## config.mk

```make
export PLATFORM = sky130hd
export DESIGN_NAME = wb_rr_arbiter
export DESIGN_NICKNAME = d
export VERILOG_FILES = /design/src/rtl/wb_rr_arbiter.sv
export SDC_FILE = /design/constraint.sdc
export NUM_CORES = 1
export LEC_CHECK = 0
export ABC_AREA = 1
export CAP_MARGIN = 25
export CORE_AREA = 2 2 91 93
export DETAILED_ROUTE_END_ITERATION = 10
export DIE_AREA = 0 0 93 95
export PLACE_DENSITY = 0.75
export SLEW_MARGIN = 20
export SYNTH_ARGS = -nofsm -noshare
export SYNTH_HDL_FRONTEND = slang
export SYNTH_SLANG_ARGS = --single-unit
```

## constraint.sdc

```tcl
create_clock -name CLK_I -period 1.4 [get_ports CLK_I]
set_input_delay 0.28 -clock CLK_I [delete_from_list [all_inputs] [get_ports CLK_I]]
set_output_delay 0.28 -clock CLK_I [all_outputs]
set_load 0.005 [all_outputs]
```

## src/rtl/wb_rr_arbiter.sv

```systemverilog
// wb_rr_arbiter: two-master round-robin Wishbone arbiter in front of one slave.
// Optional slave watchdog compiled in with `define WB_ARB_TIMEOUT_EN.
module wb_rr_arbiter #(
    parameter int ADR_W          = 8,
    parameter int DAT_W          = 32,
    parameter int TIMEOUT_CYCLES = 255
) (
    input  logic             CLK_I,
    input  logic             RST_I,
    input  logic [ADR_W-1:0] M0_ADR_I,
    input  logic [DAT_W-1:0] M0_DAT_I,
    input  logic             M0_WE_I,
    input  logic             M0_CYC_I,
    input  logic             M0_STB_I,
    output logic [DAT_W-1:0] M0_DAT_O,
    output logic             M0_ACK_O,
    output logic             M0_ERR_O,
    input  logic [ADR_W-1:0] M1_ADR_I,
    input  logic [DAT_W-1:0] M1_DAT_I,
    input  logic             M1_WE_I,
    input  logic             M1_CYC_I,
    input  logic             M1_STB_I,
    output logic [DAT_W-1:0] M1_DAT_O,
    output logic             M1_ACK_O,
    output logic             M1_ERR_O,
    output logic [ADR_W-1:0] S_ADR_O,
    output logic [DAT_W-1:0] S_DAT_O,
    output logic             S_WE_O,
    output logic             S_CYC_O,
    output logic             S_STB_O,
    input  logic [DAT_W-1:0] S_DAT_I,
    input  logic             S_ACK_I,
    output logic [1:0]       GNT_O
);
    localparam logic [1:0] IDLE = 2'd0;
    localparam logic [1:0] GNT0 = 2'd1;
    localparam logic [1:0] GNT1 = 2'd2;

    logic [1:0] state, state_nxt;
    logic       last_grant;
    logic       g0, g1, raw_stb, timeout;

    assign g0 = state == GNT0;
    assign g1 = state == GNT1;

    // next owner: hold while the owner keeps CYC, otherwise arbitrate from IDLE
    always_comb begin
        state_nxt = g0 ? (M0_CYC_I ? GNT0 : IDLE) :
                    g1 ? (M1_CYC_I ? GNT1 : IDLE) :
                    (M0_CYC_I && M1_CYC_I) ? (last_grant ? GNT0 : GNT1) :
                    M0_CYC_I ? GNT0 : M1_CYC_I ? GNT1 : IDLE;
    end

    // grant register and round-robin memory of the last released owner
    always_ff @(posedge CLK_I) begin
        if (!RST_I) begin
            state      <= IDLE;
            last_grant <= 1'b1;
        end else begin
            state <= state_nxt;
            if (g0 && !M0_CYC_I)
                last_grant <= 1'b0;
            else if (g1 && !M1_CYC_I)
                last_grant <= 1'b1;
        end
    end

`ifdef WB_ARB_TIMEOUT_EN
    localparam int CNT_W = $clog2(TIMEOUT_CYCLES + 1);
    logic [CNT_W-1:0] stall_cnt;

    // ACK on the terminal cycle wins over the abort
    assign timeout = raw_stb && !S_ACK_I && stall_cnt == CNT_W'(TIMEOUT_CYCLES - 1);

    // count consecutive unacknowledged strobe cycles of the current owner
    always_ff @(posedge CLK_I) begin
        if (!RST_I || !raw_stb || S_ACK_I || timeout || state_nxt != state)
            stall_cnt <= '0;
        else
            stall_cnt <= stall_cnt + 1'b1;
    end
`else
    assign timeout = 1'b0;
`endif

    // request path to the slave and response path back to the owner
    always_comb begin
        raw_stb  = g0 ? (M0_STB_I && M0_CYC_I) : g1 ? (M1_STB_I && M1_CYC_I) : 1'b0;
        S_ADR_O  = g0 ? M0_ADR_I : g1 ? M1_ADR_I : '0;
        S_DAT_O  = g0 ? M0_DAT_I : g1 ? M1_DAT_I : '0;
        S_WE_O   = g0 ? M0_WE_I : g1 ? M1_WE_I : 1'b0;
        S_CYC_O  = g0 ? M0_CYC_I : g1 ? M1_CYC_I : 1'b0;
        S_STB_O  = raw_stb && !timeout;
        M0_ACK_O = g0 && S_ACK_I && S_STB_O;
        M1_ACK_O = g1 && S_ACK_I && S_STB_O;
        M0_DAT_O = g0 ? S_DAT_I : '0;
        M1_DAT_O = g1 ? S_DAT_I : '0;
        M0_ERR_O = g0 && timeout;
        M1_ERR_O = g1 && timeout;
        GNT_O    = {g1, g0};
    end
endmodule

```

# ---- Word level (Yosys, flattened, before mapping)
# Index checks and enable logic that the tools add are counted.
dict set report word_totals {
  regBits 3
  latchBits 0
  mem_bits_rw 0
  mem_bits_ro 0
  output_inout_bits 113
  elab_cells 37
  n_memories 0
}
dict set report op_classes {
  add_sub_neg 0
  mul 0
  n_div 0
  n_lt_le_gt_ge 0
  eq_ne 2
  shifts 0
  muxes 21
  bitwise 0
  n_reduce_logical 12
}
# op count
set ops {}
lappend ops {{$mux 32} 4}
lappend ops {{$mux 8} 2}
lappend ops {{$mux 2} 6}
lappend ops {{$logic_and 1x1->1} 9}
lappend ops {{$mux 1} 9}
lappend ops {{$eq 2x1->1 const B} 1}
lappend ops {{$eq 2x2->1 const B} 1}
lappend ops {{$logic_not 1->1} 2}
lappend ops {{$reduce_bool 2->1} 1}

# ---- Depth between registers and ports, before layout
dict set report logic_depth {
  word_depth 5
  depth_mapped 6
}

# ---- Worst setup path before layout
# Ideal clock, no wire load.
dict set report synth_timing {
  path_kind {reg2out}
  start {register state[1]}
  end {output port S_DAT_O[22]}
  arrival_time_ns 0.917
  required_ns 1.120
  slack_ns 0.203
  path_stages_with_launch 7
  n_path_buf 2
  cell_sequence {dfxtp_1 -> inv_2 -> nor2_2 -> buf_4 -> buf_6 -> nand2_1 -> nand2_1}
}
dict set report synth_between {
  elab_chain_cells 3
}
# element line_no
set synth_lines {}
lappend synth_lines {{start: declaration} 39} ;# logic [1:0] state, state_nxt;
lappend synth_lines {{start signal: assignment} 60} ;# state <= state_nxt;
lappend synth_lines {{$eq 2x2->1} 44} ;# assign g1 = state == GNT1;
lappend synth_lines {{net g1} 41} ;# logic g0, g1, raw_stb, timeout;
lappend synth_lines {{$mux 32 (2 in a row)} 90} ;# S_DAT_O = g0 ? M0_DAT_I : g1 ? M1_DAT_I : '0;
lappend synth_lines {{end: declaration} 27} ;# output logic [DAT_W-1:0] S_DAT_O,
# The timed path passes the listed nets, and every way through them passes these cells.

# ---- Worst setup path in the final report
dict set report layout_timing {
  start {register state[1]}
  end {output port M1_DAT_O[17]}
}
dict set report layout_between {
  elab_chain_cells 2
}
# element line_no
set layout_lines {}
lappend layout_lines {{$eq 2x2->1} 44}
lappend layout_lines {{$mux 32} 97} ;# M1_DAT_O = g1 ? S_DAT_I : '0;
lappend layout_lines {{end: declaration} 23} ;# output logic [DAT_W-1:0] M1_DAT_O,
# No other way between the ends.

==> summary.md <==
| Metric | Value |
|---|---|
| DRT iter0 DRCs | `26` |
| Antenna violations before repair | `0` |
| Avg Inst Size Synth | `4.238 sq um` |
| Commonest non-fill, non-tap cell in the layout | `clkdlybuf4s50_1` |
| Fmax | `0.5845 GHz` |
| Clock Tree Buf Depth | `2` |
| Sequential share of power | `6.5%` |
| RePlAce Congestion | `0.8624` |
| Drt first pass iters | `4` |
| Total Power | `0.001482 W` |
| WHS Endpoint | `state[1]` |
| Synthesis warning total | `0` |
| Logic pwr share | `75.9%` |
| Die Ht | `95 um` |
| HP Start | `M1_CYC_I` |
| Sink Count | `3` |
| Hold depth | `3` |
| Final WL | `8989 um` |
| RR Startpoint | `state[1]` |
| Number of diodes | `0` |
| Hold-fix buffers, CTS | `0` |
| Commonest non-fill, non-tap cells in the layout | `clkdlybuf4s50_1, nand2_1, buf_2, nand2_2, nor2_1` |
| R2R setup slack | `0.28 ns` |
| P_sw | `0.0005097 W` |
| Number of global-route vias before repair | `2,147` |
| Setup ws final | `-0.3108 ns` |
| Share of cells above drive strength 1 | `40.26%` |
| DRC | `0` |
| Cell taking the most area after synthesis | `nand2_1` |
| RSZ-0062 raised after global routing | `true` |
| Wire length per cell | `14.07 um` |
| Status | `finished, violations left` |
| Failing checks | `negative setup slack` |
| TritonCTS Buffers | `3` |
| Final ANT Viol Nets | `0` |
| GRT Overall Usage | `14.76%` |
| Setup Skew | `0.003027 ns` |
| Seq cells post-synth | `3` |
| Crit-path max FO | `8` |
| Leading post-synthesis cells by cell area | `nand2_1, nor2_1, inv_1, dfxtp_1, buf_2` |
| Congestion Overflow GR | `0` |
| Hold crit path type | `input pin to flip-flop` |
| Die Wd | `93 um` |
| DP HPWL | `5802 um` |
| Fin util | `52.89%` |
| Register area share after synthesis | `5.172%` |
| Ports | `234` |
| WP data required | `1.12 ns` |
| Unique masters post-synth | `16` |
| Setup_tns | `-19.50 ns` |
| Clock group share of total power | `17.6%` |
| Core Area | `7928 sq um` |
| Mapped Cells | `274` |
| Worst reg2reg endpoint | `state[0]` |
| # fillers | `777` |
| Leak pwr | `2.380 nW` |
| Top-area cell type share of the netlist area | `43.97%` |
| Setup violations, final | `110` |
| Clock latency on the worst-skew pair | `0.22 ns` |
| Max-slew violation count | `0` |
| CTS tree | `built` |
| Buffers added on ports | `231` |
| Final-report hold violation count | `0` |
| Syn-to-layout area delta | `261.1%` |
| Die area | `8835 sq um` |
| H-tree depth | `1` |
| Crit path DAT | `1.43 ns` |
| Sw Ratio | `34.40%` |
| Peak supply drop | `0.3572 mV` |
| Core Rows | `33` |
| Type of origin of the critical path | `flip-flop` |
| Pin count of the biggest net entering global routing | `41` |
| Initial Utilization | `14.65%` |
| Maxcap violations | `0` |
| Clock transition at the registers of the reported paths | `0.03 ns` |
| Mapped cell area | `1161 sq um` |
| Min Tclk post-route | `1.711 ns` |
| Endpoint class of the critical path | `output port` |
| Setup CP Type | `flip-flop to output port` |
| Root Driver | `clkbuf_8` |
| Via Count | `2,547` |
| Worst r2r path cells | `8` |
| Vias per cell | `3.986` |
| First-pass GRT wire length | `10,610 um` |
| Pre-CTS WS | `-0.5776 ns` |
| Pint | `0.0009720 W` |
| Nets | `656` |
| PwrDens | `353.4 nW/um^2` |
| Final worst path period share | `122.2%` |
## per-layer routing
| layer | vias up | track usage, % | wire length [um] |
|---|---|---|---|
| met5 | - | 0 | 0 |
| met1 | 1141 | 17.52 | 3453 |
| met3 | 9 | 2.634 | 608 |
| li1 | 1295 | - | - |
| met2 | 102 | 28.02 | 4850 |
| met4 | 0 | 2.451 | 77 |
## power by group through the flow
stage / Combinational, W / Sequential (W) / Clock, W
after detailed placement: 0.000929 / 0.0000970 / 0
after CTS: 0.000958 / 0.0000958 / 0.000256
after global placement: 0.000920 / 0.0000967 / 0
after global routing: 0.00120 / 0.0000972 / 0.000271
after floorplan: 0.000247 / 0.0000955 / 0
final: 0.00112 / 0.0000964 / 0.000261
## repair_timing
action                     CTS  global route
resized for setup          284           211
setup buffers               13            15
setup endpoints to repair  111           111
cloned                       3            10
pin swaps                   11            22
## synth_stat cells, drive strengths merged
master / count
nand2: 136
nor2: 69
inv: 40
buf: 19
dfxtp: 3
nand4: 2
a21oi: 1
conb: 1
nand3: 1
nand3b: 1
o21ai: 1
## sequential cells by signal, summed over array words and instances (netlist names)
register and count:
state 2, last_grant 1
## worst max-delay path, stage by stage (launching register included)
cell	delay [ns]
dfxtp_4	0.37
inv_4	0.04
nor2_4	0.13
buf_6	0.14
clkinv_8	0.07
clkbuf_16	0.17
buf_6	0.12
nor2_4	0.06
buf_2	0.11
## worst max-delay path by stage
| stage | start | slack, ns | cells past startpoint | endpoint |
|---|---|---|---|---|
| floorplan | state[1] | 0.20 | 6 | S_DAT_O[22] |
| global placement | M1_CYC_I | -0.55 | 6 | M0_ACK_O |
| detailed placement | M1_CYC_I | -0.58 | 6 | M0_ACK_O |
| CTS | state[1] | -0.55 | 6 | S_DAT_O[2] |
| global route | state[1] | -0.38 | 8 | M1_DAT_O[17] |
| finish | state[1] | -0.31 | 8 | M1_DAT_O[17] |
## metrics by stage
| stage | std cells | hold WS [ns] | instance area, sq um |
|---|---|---|---|
| 6_report | 639 | 0.4935 | 4193 |
| 3_5_place_dp | 601 | 0.5108 | 3598 |
| 3_3_place_gp | 601 | 0.4822 | 3598 |
| 5_1_grt | 639 | 0.5083 | 4193 |
| 4_1_cts | 621 | 0.4913 | 3769 |
| 2_1_floorplan | 275 | 0.3737 | 1165 |
## logic make-up after synthesis
family	after synthesis	share of synthesized area, %
other	1	0.3230
AND/OR/NAND/NOR	209	69.29
flip-flops	3	5.173
buffers and inverters	59	24.35
AO/OA/AOI/OAI	2	0.8612
## final cells by class
class / count / area, sq um / area share [%]
multi-input combinational: 213 / 1132 / 27.01
clock buffer: 4 / 45.04 / 1.074
inverter: 40 / 167.7 / 3.999
tap: 105 / 131.4 / 3.133
timing repair buffer: 274 / 2649 / 63.18
sequential: 3 / 67.56 / 1.611
Note: power is estimated with default switching activity, not from simulation.
